$ cat src/rtl/mips_dmem_arbiter_pkg.sv
// Shared types and default widths for the mips data-memory path.
package mips_pkg;

  localparam int MIPS_ADDR_W = 10;
  localparam int MIPS_DATA_W = 32;

  typedef enum logic [1:0] {
    IDLE    = 2'd0,
    CORE_RD = 2'd1,
    DBG_RD  = 2'd2
  } arb_state_t;

endpackage

$ cat src/rtl/mips_dmem_arbiter_if.sv
// Bundle of the core, debug and memory-side signals around the data-memory arbiter.
// The slave modport is the arbiter's view; master is the surrounding system's view.
interface mips_dmem_arbiter_if
  import mips_pkg::*;
#(
  parameter int ADDR_W = MIPS_ADDR_W,
  parameter int DATA_W = MIPS_DATA_W
);

  logic              core_req;
  logic              core_we;
  logic [ADDR_W-1:0] core_addr;
  logic [DATA_W-1:0] core_wdata;
  logic [DATA_W-1:0] core_rdata;
  logic              core_stall;

  logic              dbg_req;
  logic              dbg_we;
  logic [ADDR_W-1:0] dbg_addr;
  logic [DATA_W-1:0] dbg_wdata;
  logic [DATA_W-1:0] dbg_rdata;
  logic              dbg_ack;

  logic              mem_en;
  logic              mem_we;
  logic [ADDR_W-1:0] mem_addr;
  logic [DATA_W-1:0] mem_wdata;
  logic [DATA_W-1:0] mem_rdata;

  modport slave (
    input  core_req, core_we, core_addr, core_wdata,
    output core_rdata, core_stall,
    input  dbg_req, dbg_we, dbg_addr, dbg_wdata,
    output dbg_rdata, dbg_ack,
    output mem_en, mem_we, mem_addr, mem_wdata,
    input  mem_rdata
  );

  modport master (
    output core_req, core_we, core_addr, core_wdata,
    input  core_rdata, core_stall,
    output dbg_req, dbg_we, dbg_addr, dbg_wdata,
    input  dbg_rdata, dbg_ack,
    input  mem_en, mem_we, mem_addr, mem_wdata,
    output mem_rdata
  );

endinterface

$ cat src/rtl/mips_dmem_arbiter_starve_cnt.sv
// Saturating count of cycles a debug request has waited; flags when it reaches LIMIT.
// Only built with MIPS_DMEM_ARB_STARVE_GUARD_EN defined.
`ifdef MIPS_DMEM_ARB_STARVE_GUARD_EN
module mips_dmem_starve_cnt #(
  parameter int LIMIT = 4
) (
  input  logic clock,
  input  logic reset,
  input  logic wait_i,
  input  logic clr_i,
  output logic starve_o
);

  localparam int CNT_W = $clog2(LIMIT + 1);

  logic [CNT_W-1:0] cnt_q, cnt_d;

  always_comb begin
    if (clr_i) begin
      cnt_d = {CNT_W{1'b0}};
    end else if (wait_i && (cnt_q != CNT_W'(LIMIT))) begin
      cnt_d = cnt_q + CNT_W'(1);
    end else begin
      cnt_d = cnt_q;
    end
  end

  always_ff @(posedge clock or posedge reset) begin
    if (reset) begin
      cnt_q <= {CNT_W{1'b0}};
    end else begin
      cnt_q <= cnt_d;
    end
  end

  assign starve_o = (cnt_q == CNT_W'(LIMIT));

endmodule
`endif

$ cat src/rtl/mips_dmem_arbiter.sv
// Shares the single-port synchronous data memory between the core and a debug port.
// Define MIPS_DMEM_ARB_STARVE_GUARD_EN to let a long-waiting debug request pre-empt the core.
module mips_dmem_arbiter
  import mips_pkg::*;
#(
  parameter int ADDR_W = MIPS_ADDR_W,
  parameter int DATA_W = MIPS_DATA_W
`ifdef MIPS_DMEM_ARB_STARVE_GUARD_EN
  ,
  parameter int STARVE_LIMIT = 4
`endif
) (
  input logic                clock,
  input logic                reset,
  mips_dmem_arbiter_if.slave bus
);

  arb_state_t        state_q, state_d;
  logic              rd_ack_q, rd_ack_d;
  logic [DATA_W-1:0] dbg_rdata_q, dbg_rdata_d;

  logic              dbg_pend_s, starve_s, core_win_s, dbg_win_s;
  logic              mem_en_s, mem_we_s, core_stall_s, dbg_ack_s;
  logic [ADDR_W-1:0] mem_addr_s;
  logic [DATA_W-1:0] mem_wdata_s, core_rdata_s;

  // In the read-ack cycle dbg_req still belongs to the request just served.
  assign dbg_pend_s = bus.dbg_req & ~rd_ack_q;

`ifdef MIPS_DMEM_ARB_STARVE_GUARD_EN
  mips_dmem_starve_cnt #(.LIMIT(STARVE_LIMIT)) u_starve (
    .clock    (clock),
    .reset    (reset),
    .wait_i   (dbg_pend_s & ~dbg_win_s),
    .clr_i    (~dbg_pend_s | dbg_win_s),
    .starve_o (starve_s)
  );
`else
  assign starve_s = 1'b0;
`endif

  always_comb begin
    core_win_s = 1'b0;
    dbg_win_s  = 1'b0;
    if (state_q == IDLE) begin
      if (dbg_pend_s && (starve_s || !bus.core_req)) begin
        dbg_win_s = 1'b1;
      end else if (bus.core_req) begin
        core_win_s = 1'b1;
      end else begin
        core_win_s = 1'b0;
      end
    end else begin
      dbg_win_s = 1'b0;
    end
  end

  always_ff @(posedge clock or posedge reset) begin
    if (reset) begin
      state_q     <= IDLE;
      rd_ack_q    <= 1'b0;
      dbg_rdata_q <= {DATA_W{1'b0}};
    end else begin
      state_q     <= state_d;
      rd_ack_q    <= rd_ack_d;
      dbg_rdata_q <= dbg_rdata_d;
    end
  end

  always_comb begin
    state_d     = state_q;
    rd_ack_d    = 1'b0;
    dbg_rdata_d = dbg_rdata_q;
    case (state_q)
      IDLE: begin
        if (core_win_s && !bus.core_we) begin
          state_d = CORE_RD;
        end else if (dbg_win_s && !bus.dbg_we) begin
          state_d = DBG_RD;
        end else begin
          state_d = IDLE;
        end
      end
      CORE_RD: state_d = IDLE;
      DBG_RD: begin
        state_d     = IDLE;
        rd_ack_d    = 1'b1;
        dbg_rdata_d = bus.mem_rdata;
      end
      default: state_d = IDLE;
    endcase
  end

  // Grant outputs are combinational, so they are forced quiet while reset is high.
  always_comb begin
    mem_en_s     = 1'b0;
    mem_we_s     = 1'b0;
    mem_addr_s   = {ADDR_W{1'b0}};
    mem_wdata_s  = {DATA_W{1'b0}};
    core_stall_s = 1'b0;
    core_rdata_s = {DATA_W{1'b0}};
    dbg_ack_s    = rd_ack_q;
    if (reset) begin
      dbg_ack_s = 1'b0;
    end else begin
      case (state_q)
        IDLE: begin
          if (core_win_s) begin
            mem_en_s     = 1'b1;
            mem_we_s     = bus.core_we;
            mem_addr_s   = bus.core_addr;
            mem_wdata_s  = bus.core_wdata;
            core_stall_s = ~bus.core_we;
          end else if (dbg_win_s) begin
            mem_en_s     = 1'b1;
            mem_we_s     = bus.dbg_we;
            mem_addr_s   = bus.dbg_addr;
            mem_wdata_s  = bus.dbg_wdata;
            dbg_ack_s    = bus.dbg_we;
            core_stall_s = bus.core_req;
          end else begin
            core_stall_s = 1'b0;
          end
        end
        CORE_RD: core_rdata_s = bus.mem_rdata;
        DBG_RD:  core_stall_s = bus.core_req;
        default: core_stall_s = 1'b0;
      endcase
    end
  end

  assign bus.mem_en     = mem_en_s;
  assign bus.mem_we     = mem_we_s;
  assign bus.mem_addr   = mem_addr_s;
  assign bus.mem_wdata  = mem_wdata_s;
  assign bus.core_stall = core_stall_s;
  assign bus.core_rdata = core_rdata_s;
  assign bus.dbg_ack    = dbg_ack_s;
  assign bus.dbg_rdata  = dbg_rdata_q;

endmodule

$ cat src/flat_wrapper.sv
// flat-port wrapper written by rule: the top's interface ports become plain ports
module mips_dmem_arbiter_flat import mips_pkg::*;
#(
  parameter int ADDR_W = MIPS_ADDR_W,
  parameter int DATA_W = MIPS_DATA_W

)
  (clock, reset, bus_core_req, bus_core_we, bus_core_addr, bus_core_wdata, bus_core_rdata, bus_core_stall, bus_dbg_req, bus_dbg_we, bus_dbg_addr, bus_dbg_wdata, bus_dbg_rdata, bus_dbg_ack, bus_mem_en, bus_mem_we, bus_mem_addr, bus_mem_wdata, bus_mem_rdata);
  mips_dmem_arbiter_if #(.ADDR_W(ADDR_W), .DATA_W(DATA_W)) bus_i ();
  input logic clock;
  input logic reset;
  input wire logic [$bits(bus_i.core_req)-1:0] bus_core_req;
  input wire logic [$bits(bus_i.core_we)-1:0] bus_core_we;
  input wire logic [$bits(bus_i.core_addr)-1:0] bus_core_addr;
  input wire logic [$bits(bus_i.core_wdata)-1:0] bus_core_wdata;
  output wire logic [$bits(bus_i.core_rdata)-1:0] bus_core_rdata;
  output wire logic [$bits(bus_i.core_stall)-1:0] bus_core_stall;
  input wire logic [$bits(bus_i.dbg_req)-1:0] bus_dbg_req;
  input wire logic [$bits(bus_i.dbg_we)-1:0] bus_dbg_we;
  input wire logic [$bits(bus_i.dbg_addr)-1:0] bus_dbg_addr;
  input wire logic [$bits(bus_i.dbg_wdata)-1:0] bus_dbg_wdata;
  output wire logic [$bits(bus_i.dbg_rdata)-1:0] bus_dbg_rdata;
  output wire logic [$bits(bus_i.dbg_ack)-1:0] bus_dbg_ack;
  output wire logic [$bits(bus_i.mem_en)-1:0] bus_mem_en;
  output wire logic [$bits(bus_i.mem_we)-1:0] bus_mem_we;
  output wire logic [$bits(bus_i.mem_addr)-1:0] bus_mem_addr;
  output wire logic [$bits(bus_i.mem_wdata)-1:0] bus_mem_wdata;
  input wire logic [$bits(bus_i.mem_rdata)-1:0] bus_mem_rdata;
  assign bus_i.core_req = bus_core_req;
  assign bus_i.core_we = bus_core_we;
  assign bus_i.core_addr = bus_core_addr;
  assign bus_i.core_wdata = bus_core_wdata;
  assign bus_core_rdata = bus_i.core_rdata;
  assign bus_core_stall = bus_i.core_stall;
  assign bus_i.dbg_req = bus_dbg_req;
  assign bus_i.dbg_we = bus_dbg_we;
  assign bus_i.dbg_addr = bus_dbg_addr;
  assign bus_i.dbg_wdata = bus_dbg_wdata;
  assign bus_dbg_rdata = bus_i.dbg_rdata;
  assign bus_dbg_ack = bus_i.dbg_ack;
  assign bus_mem_en = bus_i.mem_en;
  assign bus_mem_we = bus_i.mem_we;
  assign bus_mem_addr = bus_i.mem_addr;
  assign bus_mem_wdata = bus_i.mem_wdata;
  assign bus_i.mem_rdata = bus_mem_rdata;
  mips_dmem_arbiter #(.ADDR_W(ADDR_W), .DATA_W(DATA_W)) u_core (.clock(clock), .reset(reset), .bus(bus_i));
endmodule
$ cat config.mk
export PLATFORM = sky130hd
export DESIGN_NAME = mips_dmem_arbiter_flat
export DESIGN_NICKNAME = d
export VERILOG_FILES = /design/src/rtl/mips_dmem_arbiter_pkg.sv /design/src/rtl/mips_dmem_arbiter_if.sv /design/src/rtl/mips_dmem_arbiter_starve_cnt.sv /design/src/rtl/mips_dmem_arbiter.sv /design/src/flat_wrapper.sv
export SDC_FILE = /design/constraint.sdc
export NUM_CORES = 1
export LEC_CHECK = 0
export ABC_AREA = 0
export CAP_MARGIN = 0
export CORE_MARGIN = 4
export CORE_UTILIZATION = 26
export CTS_BUF_LIST = sky130_fd_sc_hd__clkbuf_2 sky130_fd_sc_hd__clkbuf_4 sky130_fd_sc_hd__clkbuf_8
export DETAILED_ROUTE_END_ITERATION = 8
export PLACE_DENSITY = 0.89
export SETUP_SLACK_MARGIN = 0.2
export SYNTH_ARGS = -nofsm -noshare
export SYNTH_HDL_FRONTEND = slang
export SYNTH_SLANG_ARGS = --single-unit
$ cat constraint.sdc
create_clock -name clock -period 1.87 [get_ports clock]
set_input_delay 0.4675 -clock clock [delete_from_list [all_inputs] [get_ports clock]]
set_output_delay 0.4675 -clock clock [all_outputs]
set_load 0.01 [all_outputs]
## Word level (Yosys, flattened, before mapping)

Cells that the tools add are included.
W data, S select, Z words.

| word-level totals | value |
|---|---|
| bits in registers | 35 |
| input port bits | 122 |

| cells by class | value |
|---|---|
| eq/ne operators | 2 |
| multiplexer cells | 35 |
| bitwise operators | 3 |
| reductions and logical operators | 7 |

Operators with widths:

| operator | count |
|---|---|
| $mux W32 | 6 |
| $mux W10 | 4 |
| $mux W1 | 21 |
| $mux W2 | 3 |
| $logic_and A1 B1 Y1 | 3 |
| $logic_not A1 Y1 | 3 |
| $eq A2 B1 Y1 const B | 1 |
| $eq A2 B2 Y1 const B | 1 |
| $logic_not A2 Y1 | 1 |
| $not A1 Y1 | 2 |
| $pmux W1 S2 | 1 |
| $and A1 B1 Y1 | 1 |

## Depth between registers and ports, before layout

| depth | value |
|---|---|
| depth in word-level cells | 9 |
| depth in mapped cells | 5 |

## Least setup slack after synthesis

Ideal clock, no wire load.

| path | value |
|---|---|
| path type | input to output |
| start point | input reset |
| end point | output bus_dbg_ack |
| arrival time | 1505 ps |
| data required time | 1402 ps |
| setup slack | -102 ps |
| stages on the path | 2 |
| cells stage by stage | inv_1 a32o_1 |

| on the way | value |
|---|---|
| longest elaborated chain between the ends | 1 |

Ends and longest elaborated chain:

| element | line | source |
|---|---|---|
| start: declaration | flat_wrapper.sv:11 | `input logic reset;` |
| $mux W1 | mips_dmem_arbiter.sv:103 | `if (reset) begin` |
| end: declaration | flat_wrapper.sv:23 | `output wire logic [$bits(bus_i.dbg_ack)-1:0] bus_dbg_ack;` |

No other way between the ends.

## Final worst setup path

| path | value |
|---|---|
| start point | register u_core.state_q[1] |
| end point | output bus_mem_addr[1] |

| on the way | value |
|---|---|
| longest elaborated chain between the ends | 6 |
| elaborated cells between the ends (all ways) | 7 |
| classes of those cells | mux (6); reduce/logical (1) |

Ends and longest elaborated chain:

| element | line | source |
|---|---|---|
| start: declaration | mips_dmem_arbiter.sv:18 | `arb_state_t state_q, state_d;` |
| start signal: assignment | mips_dmem_arbiter.sv:64 | `state_q <= state_d;` |
| $logic_not A2 Y1 (*) | mips_dmem_arbiter.sv:45, mips_dmem_arbiter.sv:106 |  |
| $mux W1 | mips_dmem_arbiter.sv:45 | `if (state_q == IDLE) begin` |
| $mux W10 | mips_dmem_arbiter.sv:114 | `end else if (dbg_win_s) begin` |
| $mux W10 | mips_dmem_arbiter.sv:108 | `if (core_win_s) begin` |
| $mux W10 (*) | mips_dmem_arbiter.sv:106 | `case (state_q)` |
| $mux W10 (*) | mips_dmem_arbiter.sv:103 |  |
| end: declaration | flat_wrapper.sv:26 | `output wire logic [$bits(bus_i.mem_addr)-1:0] bus_mem_addr;` |

Mark *: on every way between the ends. The rest lies on a longest branch, timed or not.

==> impl_metrics.json <==
{
  "p_total_mw": 3.43,
  "peakVddDrop_mv": 0.566,
  "setup_violations": 78,
  "tns_ns": -19.71,
  "crit_type": "flop to output port",
  "fp.coreArea_um2": 7890,
  "dieHeight_um": 99.1,
  "violations": "negative setup slack",
  "grt.overflow.total": 0,
  "syn_area_per_cell_um2": 12.2,
  "drv_cap": 0,
  "antennaDiodeCount": 0,
  "hpwl_um": 8320,
  "via_count": 2813,
  "drive_above_1_share_pct": 58.0,
  "ys_warn_count": 0,
  "dpl-instance-area_um2": 4740,
  "pin_count": 232,
  "ant_nets": 0,
  "final_util_pct": 74.2,
  "period_minus_slack_ns": 2.22,
  "rsz0062_at_grt": "true",
  "layout_common_cells": "clkdlybuf4s50_1, buf_6, a32o_2",
  "reg2reg_setup_slack_ns": 0.06,
  "p_leak_nw": 3.05,
  "finClkSkew_ns": 0.00373,
  "cts_hold_buf": 0,
  "max_slew.worst_pin.slew_ns": 0.458,
  "grt_pass1_vias": 3031,
  "h-tree-depth": 2,
  "p_sw_mw": 1.00,
  "wl_per_cell_um": 23.7,
  "p_int_mw": 2.43,
  "clockPowerShare_pct": 18.3,
  "fmax_mhz": 450,
  "ys_seq_area_share_pct": 40.6,
  "synth_nets": 299,
  "yosysUniqueCellTypes": 16,
  "async_reset_ff_share_pct": 100,
  "grt_usage_pct": 23.2,
  "hold_viol": 0,
  "seqPwrFrac_pct": 31.0,
  "initial_core_util_pct": 27.4,
  "end_kind": "output port",
  "place_ws_ns": -0.984,
  "drt-initial-drc-count": 78,
  "max_slew_margin_pct": 69.5,
  "die_x_um": 99.1,
  "power_frac_comb_pct": 50.6,
  "grt_max_degree": 36,
  "synth_edf_count": 0,
  "fin_crit_sh_pct": 119,
  "dieArea_um2": 9830,
  "wl_um": 13200,
  "antenna_found_initial": 0,
  "cts_buffer_depth": 2,
  "cts_tree": "done",
  "portBuffers": 231,
  "p_sw_share_pct": 29.1,
  "rows": 32,
  "clockRootBuffer": "clkbuf_8",
  "power-per-cell-area_nw_per_um2": 587,
  "synth_seq_cells": 35,
  "hold_class": "flop to flop",
  "layout_setup_ws_ns": -0.352,
  "worstPathRequired_ns": 1.40,
  "clock_latency_ns": 0.28,
  "outcome": "finished, violations left",
  "synthesis.area_um2": 2160,
  "gp_congestion": 0.944,
  "synthFlopType": "dfrtp_1",
  "clkTransAtPathRegs_ns": 0.07,
  "syn_inst": 177,
  "grt_pass1_wl_um": 17700,
  "final_area_um2": 5850,
  "worstSetupStartpointType": "flop",
  "nNetsFinal": 576,
  "viasPerCell": 5.05,
  "cp.arrival_ns": 1.75,
  "drc": 0,
  "clock-sinks": 35,
  "drtPass1Iterations": 4,
  "slew_viol_final": 0,
  "fillers": 492,
  "crit_fanout": 6,
  "cts_buffers": 5,
  "syn_to_final_growth_pct": 171,
  "layout_commonest_cell": "clkdlybuf4s50_1"
}
critical path, cell delays in order (launching register included):
cell     delay, ns
dfrtp_2       0.44
buf_6         0.14
nor3_4        0.23
buf_6         0.17
buf_16        0.13
buf_6         0.10
a32o_2        0.17
buf_6         0.10
power groups by stage:
stage	logic [mW]	registers, mW	clock network, mW
4_1_cts	1.59	1.06	0.639
6_report	1.74	1.07	0.629
2_1_floorplan	0.398	1.15	0
3_5_place_dp	1.44	1.07	0
5_1_grt	1.82	1.09	0.683
3_3_place_gp	1.42	1.05	0
state kept, by name (all words and copies together) (netlist names):
| register | count |
|---|---|
| u_core.rd_ack_q | 1 |
| u_core.bus.dbg_rdata | 32 |
| u_core.state_q | 2 |
cell type report:
class | count | area, um2 | area share (%)
clock buffers | 8 | 104 | 1.78
well taps | 102 | 128 | 2.18
flip-flops and latches | 35 | 878 | 15.0
inverters | 2 | 11.3 | 0.193
repair buffers | 291 | 3330 | 56.9
multi-input cells | 119 | 1400 | 23.9
metal layers:
| layer | GRT usage, % | up-vias | routed length [um] |
|---|---|---|---|
| met3 | 6.66 | 21 | 1270 |
| li1 | - | 1256 | - |
| met1 | 27.6 | 1360 | 4970 |
| met5 | 0 | - | 0 |
| met4 | 5.67 | 0 | 204 |
| met2 | 41.2 | 176 | 6760 |
metrics by stage:
stage / cells / hold WS [ns]
5_1_grt: 557 / 0.526
3_5_place_dp: 513 / 0.481
4_1_cts: 544 / 0.497
6_report: 557 / 0.510
2_1_floorplan: 177 / 0.419
3_3_place_gp: 513 / 0.472
worst paths after layout:
kind                                    startpoint                       end  depth (start not counted)
min reg2reg                u_core.bus.dbg_rdata[0]   u_core.bus.dbg_rdata[0]                          1
max reg2reg                      u_core.state_q[1]  u_core.bus.dbg_rdata[11]                          8
max                              u_core.state_q[1]           bus_mem_addr[1]                          7
max in group asynchronous                    reset         u_core.state_q[1]                          4
min                        u_core.bus.dbg_rdata[0]   u_core.bus.dbg_rdata[0]                          1
min in group asynchronous                    reset   u_core.bus.dbg_rdata[2]                          4
synthesized netlist by cell type, drive strengths merged (2+ instances only):
library cell | count | area share (%)
buf | 18 | 6.8
mux2 | 32 | 17
inv | 2 | 0.35
dfrtp | 35 | 41
and2 | 32 | 9.3
a32o | 44 | 20
nor3b | 2 | 1.2
nor4b | 4 | 2.3
clkbuf | 3 | 0.52
nor2b | 2 | 0.58
cells by family after synthesis:
family | after synthesis | share of synthesized area (%)
and+or+nand+nor | 42 | 14.4
DFF | 35 | 40.6
buffers and inverters | 23 | 7.65
AOI/OAI and AO/OA | 45 | 20.7
muxes | 32 | 16.7
what timing repair did:
item / 4_1_cts / 5_1_grt
gates cloned: 8 / 6
buffers inserted: 15 / 7
endpoints found under the setup margin: 86 / 133
pin swaps: 18 / 47
resized for setup: 400 / 143
No activity file was read; power rests on OpenSTA's default activity.
==> edit 1: new RTL, config.mk and constraints unchanged <==
The package constant `MIPS_ADDR_W` goes from 10 to 12.
--- a/src/rtl/mips_dmem_arbiter_pkg.sv
+++ b/src/rtl/mips_dmem_arbiter_pkg.sv
@@ -1,7 +1,7 @@
 // Shared types and default widths for the mips data-memory path.
 package mips_pkg;
 
-  localparam int MIPS_ADDR_W = 10;
+  localparam int MIPS_ADDR_W = 12;
   localparam int MIPS_DATA_W = 32;
 
   typedef enum logic [1:0] {
Ports: changed (resized bus_core_addr, bus_dbg_addr and bus_mem_addr); port bits go from 232 to 238. No check against the original RTL was run, so the function may have changed too.
==> edit 1 against the unedited design <==
The flow still finishes with violations (negative setup slack). Synthesized area fell by 0.29%. Setup slack better by 0.063 ns. Design area is 2.0% higher. Maximum frequency up 2.9%. Power decreased by 0.34%. Sequential cell count stayed put. Wire length grew 4.3%. Sequential power about the same. Critical endpoint is now bus_mem_wdata[0]. Largest power group unchanged. Highest routed layer unchanged.
==> edit 1: results (changes against the unedited design) <==
WL per Instance - 24.4 um (was 23.7 um)
Post-Syn Area per Cell - 12.0 um2 (was 12.2 um2)
HPWL Detailed - 8570 um (was 8320 um)
R2R depth - 7 (was 8)
Post-synth top cells - a32o_1 (43), dfrtp_1 (35), and2_1 (32), mux2_2 (32), buf_2 (9) (was a32o_1 (44), dfrtp_1 (35), and2_1 (32), mux2_2 (25))
Buffers on Ports - 237 (was 231)
met3 WL - 1260 um (was 1270 um)
synth top area cells - dfrtp_1 (41%), a32o_1 (20%), mux2_2 (17%), and2_1 (9.3%), buf_6 (3.7%) (was dfrtp_1 (41%), a32o_1 (20%), mux2_2 (13%), and2_1 (9.3%), buf_6 (4.7%))
failing checks - negative setup slack (unchanged)
Seq/Total Area, Yosys - 0.407 (was 0.406)
drt pass-1 iters - 4 (unchanged)
post-synth cell types - 18 (was 16)
Crit-path slowest cell - clkdlybuf4s15_2 (was dfrtp_2)
vias in the first global route - 3,162 (was 3,031)
setup slack after layout - -0.289 ns (was -0.352 ns)
GP Congestion - 0.941 (was 0.944)
Placed Area - 0.00480 mm2 (was 0.00474 mm2)
Non-Filler Instances - 564 (was 557)
CP Launch Point - reset (was u_core.state_q[1])
Slew headroom - 0.689 (was 0.695)
VDD IR max - 0.587 mV (was 0.566 mV)
reg-to-reg slack, setup - 0.20 ns (was 0.06 ns)
met1 WL - 4910 um (was 4970 um)
DRT iter0 DRCs - 107 (was 78)
post-synthesis compound-gate area fraction - 0.219 (was 0.207)
# placed instances - 522 (was 513)
gr usage total - 0.250 (was 0.232)
met2 WL - 7180 um (was 6760 um)
Leak Pwr - 0.00309 uW (was 0.00305 uW)
worst reg2reg path endpoint - u_core.bus.dbg_rdata[19] (was u_core.bus.dbg_rdata[11])
status - finished with violations (unchanged)
Worst Path Arrival - 1.69 ns (was 1.75 ns)
Antenna Diode Count - 0 (unchanged)
Critical Path End - bus_mem_wdata[0] (was bus_mem_addr[1])
final setup violating endpoints - 80 (was 78)
share of cells above drive strength 1 - 0.569 (was 0.580)
final net count - 588 (was 576)
global-route wire length before repair - 19,000 um (was 17,700 um)
crit-path max cell delay - 0.21 ns (was 0.44 ns)
Worst Skew - 0.00986 ns (was 0.00373 ns)
Mapped Nets - 305 (was 299)
Vias per Instance - 5.17 (was 5.05)
## edit 1: metrics by stage
step | setup TNS, ns | utilization | setup WS [ns] | hold WS [ns]
2_1_floorplan | 0 | - | 0.00727 | 0.419
4_1_cts | -17.31 | 0.697 | -0.271 | 0.507
3_5_place_dp | -69.48 | 0.608 | -0.943 | 0.493
5_1_grt | -22.72 | 0.757 | -0.341 | 0.524
3_3_place_gp | -67.69 | 0.608 | -0.933 | 0.487
6_report | -17.73 | 0.757 | -0.289 | 0.509
## edit 1: worst min-delay path by stage
| stage | startpoint | endpoint | slack, ns | depth (start not counted) |
|---|---|---|---|---|
| 2_1_floorplan | reset | u_core.bus.dbg_rdata[0] | 0.42 | 1 |
| 3_3_place_gp | u_core.bus.dbg_rdata[20] | u_core.bus.dbg_rdata[20] | 0.49 | 1 |
| 3_5_place_dp | u_core.bus.dbg_rdata[13] | u_core.bus.dbg_rdata[13] | 0.49 | 1 |
| 4_1_cts | u_core.bus.dbg_rdata[14] | u_core.bus.dbg_rdata[14] | 0.51 | 1 |
| 5_1_grt | u_core.bus.dbg_rdata[21] | u_core.bus.dbg_rdata[21] | 0.52 | 1 |
| 6_report | u_core.bus.dbg_rdata[16] | u_core.bus.dbg_rdata[16] | 0.51 | 1 |
## edit 1: cells by family after synthesis
family / count (synthesis)
AO/OA/AOI/OAI: 47
AND/OR/NAND/NOR: 42
flip-flops: 35
multiplexers: 32
buffers and inverters: 23
## edit 1: final cells by class
| class | count | area (um2) |
|---|---|---|
| clock inverters | 1 | 5.00 |
| repair buffers | 297 | 3450 |
| flip-flops and latches | 35 | 878 |
| inverters | 2 | 11.3 |
| well taps | 102 | 128 |
| multi-input cells | 121 | 1420 |
| fillers | 507 | 1920 |
| clock buffers | 6 | 82.6 |
## edit 1: what timing repair did
item,4_1_cts,5_1_grt
resized for setup,474,82
cloned,12,7
hold endpoints to repair,0,0
setup endpoints to repair,90,113
buffers inserted,14,2
pin swaps,55,13
## edit 1: power by group
group	internal [uW]	total [uW]	switching [uW]
sequential	954	1070	114
clock	289	560	271
combinational	1160	1790	630
total	2410	3420	1010
## edit 1: metal layers
metal | vias up | track usage
li1 | 1280 | -
met1 | 1423 | 0.281
met2 | 179 | 0.451
met3 | 33 | 0.0743
met4 | 0 | 0.0756
met5 | - | 0
==> edit 2: new RTL, same flow settings <==
Without the edit above. Encoding of `arb_state_t`: now one-hot (3 bits for 3 states).
--- a/src/rtl/mips_dmem_arbiter_pkg.sv
+++ b/src/rtl/mips_dmem_arbiter_pkg.sv
@@ -4,10 +4,10 @@
   localparam int MIPS_ADDR_W = 10;
   localparam int MIPS_DATA_W = 32;
 
-  typedef enum logic [1:0] {
-    IDLE    = 2'd0,
-    CORE_RD = 2'd1,
-    DBG_RD  = 2'd2
+  typedef enum logic [2:0] {
+    IDLE    = 3'b001,
+    CORE_RD = 3'b010,
+    DBG_RD  = 3'b100
   } arb_state_t;
 
 endpackage
Formal check against the unedited RTL: no difference found for any inputs over 10 cycles, from zero or initial values and one cycle with reset high; not proved beyond that.
==> edit 2 against the unedited design <==
The flow still finishes with violations (negative setup slack). Design area is 8.4% higher. Highest routed layer unchanged. Maximum frequency decreased by 11%. Synthesized area increased by 1.1%. Global-route usage rose by 0.39 points. Sequential cell count is 1 higher. Critical endpoint is now bus_mem_wdata[11]. Critical path depth up 1. Setup slack worse by 0.27 ns. Largest cell class unchanged. Wire length up 9.3%. Final cell count up 15%. Sequential share of layout area down 0.75 points. Register-to-register slack got worse by 0.07 ns. Power rose by 9.2%. First-iteration DRC count up 44%.
==> edit 2: results (changes against the unedited design) <==
Post-synth top cells - nor2_1 (44), a22oi_1 (43), dfrtp_1 (35), and2_1 (33), mux2_2 (30) (was a32o_1 (44), dfrtp_1 (35), and2_1 (32), mux2_2 (25))
# placed instances - 573 (was 513)
Crit Path Max Fanout - 7 (was 6)
min-delay src - u_core.bus.dbg_rdata[9] (was u_core.bus.dbg_rdata[0])
Vias per Instance - 5.05 (about the same)
vias in the first global route - 3,459 (was 3,031)
HPWL Detailed - 7680 um (was 8320 um)
status - finished with violations (unchanged)
worst r2r src - u_core.state_q[0] (was u_core.state_q[1])
final setup violating endpoints - 85 (was 78)
Mapped Nets - 347 (was 299)
Final Util - 0.776 (was 0.742)
R2R depth - 9 (was 8)
share of cells above drive strength 1 - 0.556 (was 0.580)
post-synthesis compound-gate area fraction - 0.160 (was 0.207)
hold endpoint - u_core.bus.dbg_rdata[9] (was u_core.bus.dbg_rdata[0])
setup slack after layout - -0.621 ns (was -0.352 ns)
Post-Syn Area per Cell - 9.70 um2 (was 12.2 um2)
gr usage total - 0.236 (was 0.232)
Worst Path Arrival - 2.02 ns (was 1.75 ns)
worst hold slack - 0.514 ns (was 0.510 ns)
global-route wire length before repair - 18,200 um (was 17,700 um)
worst reg2reg path endpoint - u_core.bus.dbg_rdata[8] (was u_core.bus.dbg_rdata[11])
failing checks - negative setup slack (unchanged)
Leak Pwr - 0.00317 uW (was 0.00305 uW)
largest net degree at the start of global routing - 37 (was 36)
post-synth cell types - 22 (was 16)
edit 2: cell types whose count changed after synthesis, moves of 2 or more:
cell / before / now
a32o_1: 44 / 0
nor2_1: 0 / 44
buf_2: 9 / 6
clkbuf_1: 3 / 10
a21oi_1: 0 / 2
mux2_2: 25 / 30
nor4b_1: 3 / 0
mux2_1: 7 / 2
buf_4: 0 / 3
nor2b_1: 2 / 0
nand2_1: 0 / 2
a22oi_1: 0 / 43
inv_1: 2 / 4
buf_6: 9 / 0
edit 2: logic make-up (layout without fill, tap and decap cells):
kind of cell           after synthesis  after routing
flip-flops                          36             36
AND/OR/NAND/NOR                     87             88
multiplexers                        32             32
buffers and inverters               23            331
AO/OA/AOI/OAI                       47             47
other                                0              1
edit 2: stage by stage:
step / setup TNS [ns] / worst slack (ns)
after floorplan: -5.74 / -0.146
after global placement: -66.24 / -0.941
after detailed placement: -68.87 / -1.04
after CTS: -32.52 / -0.498
after global routing: -44.06 / -0.716
final: -38.43 / -0.621
edit 2: power by group through the flow:
stage	Combinational, uW	Sequential [uW]	Clock (uW)
CTS	1760	1100	610
detailed placement	1520	1120	0
floorplan	433	1210	0
global route	2130	1140	652
global placement	1480	1100	0
finish	2040	1120	596
edit 2: cell type report:
class / count / share of cell area
tap: 105 / 0.0207
multi-input combinational: 167 / 0.266
antenna: 1 / 0.000395
clock buffer: 6 / 0.0130
sequential: 36 / 0.143
inverter: 4 / 0.00296
clock inverter: 2 / 0.00217
timing repair buffer: 319 / 0.552
edit 2: worst max-delay path by stage:
| stage | startpoint | to | slack (ns) | depth (start not counted) |
|---|---|---|---|---|
| detailed placement | bus_core_req | bus_mem_addr[9] | -1.04 | 6 |
| finish | u_core.state_q[0] | bus_mem_wdata[11] | -0.62 | 8 |
| global route | u_core.state_q[0] | bus_mem_wdata[11] | -0.72 | 8 |
| CTS | u_core.state_q[0] | bus_mem_addr[4] | -0.50 | 8 |
| floorplan | reset | bus_mem_wdata[10] | -0.15 | 4 |
| global placement | bus_core_req | bus_mem_wdata[5] | -0.94 | 6 |
edit 2: repair_timing:
item	CTS	global route
hold buffers	0	0
pin swaps	41	51
gates resized for setup	417	145
cloned	15	6
buffers inserted	30	7
setup endpoints to repair	103	133
edit 2: routing by layer:
metal / vias up / wire length, um / GRT usage
met5: - / 0 / 0
met2: 191 / 7680 / 0.441
met1: 1581 / 5160 / 0.261
met3: 36 / 1100 / 0.0701
li1: 1422 / - / -
met4: 0 / 490 / 0.0567
edit 2: worst max-delay path, stage by stage (launching register included):
cell	delay, ns
dfstp_2	0.55
buf_6	0.11
buf_6	0.09
nor3b_4	0.25
buf_6	0.18
nand2_8	0.09
buf_6	0.16
nor2_1	0.14
buf_2	0.16
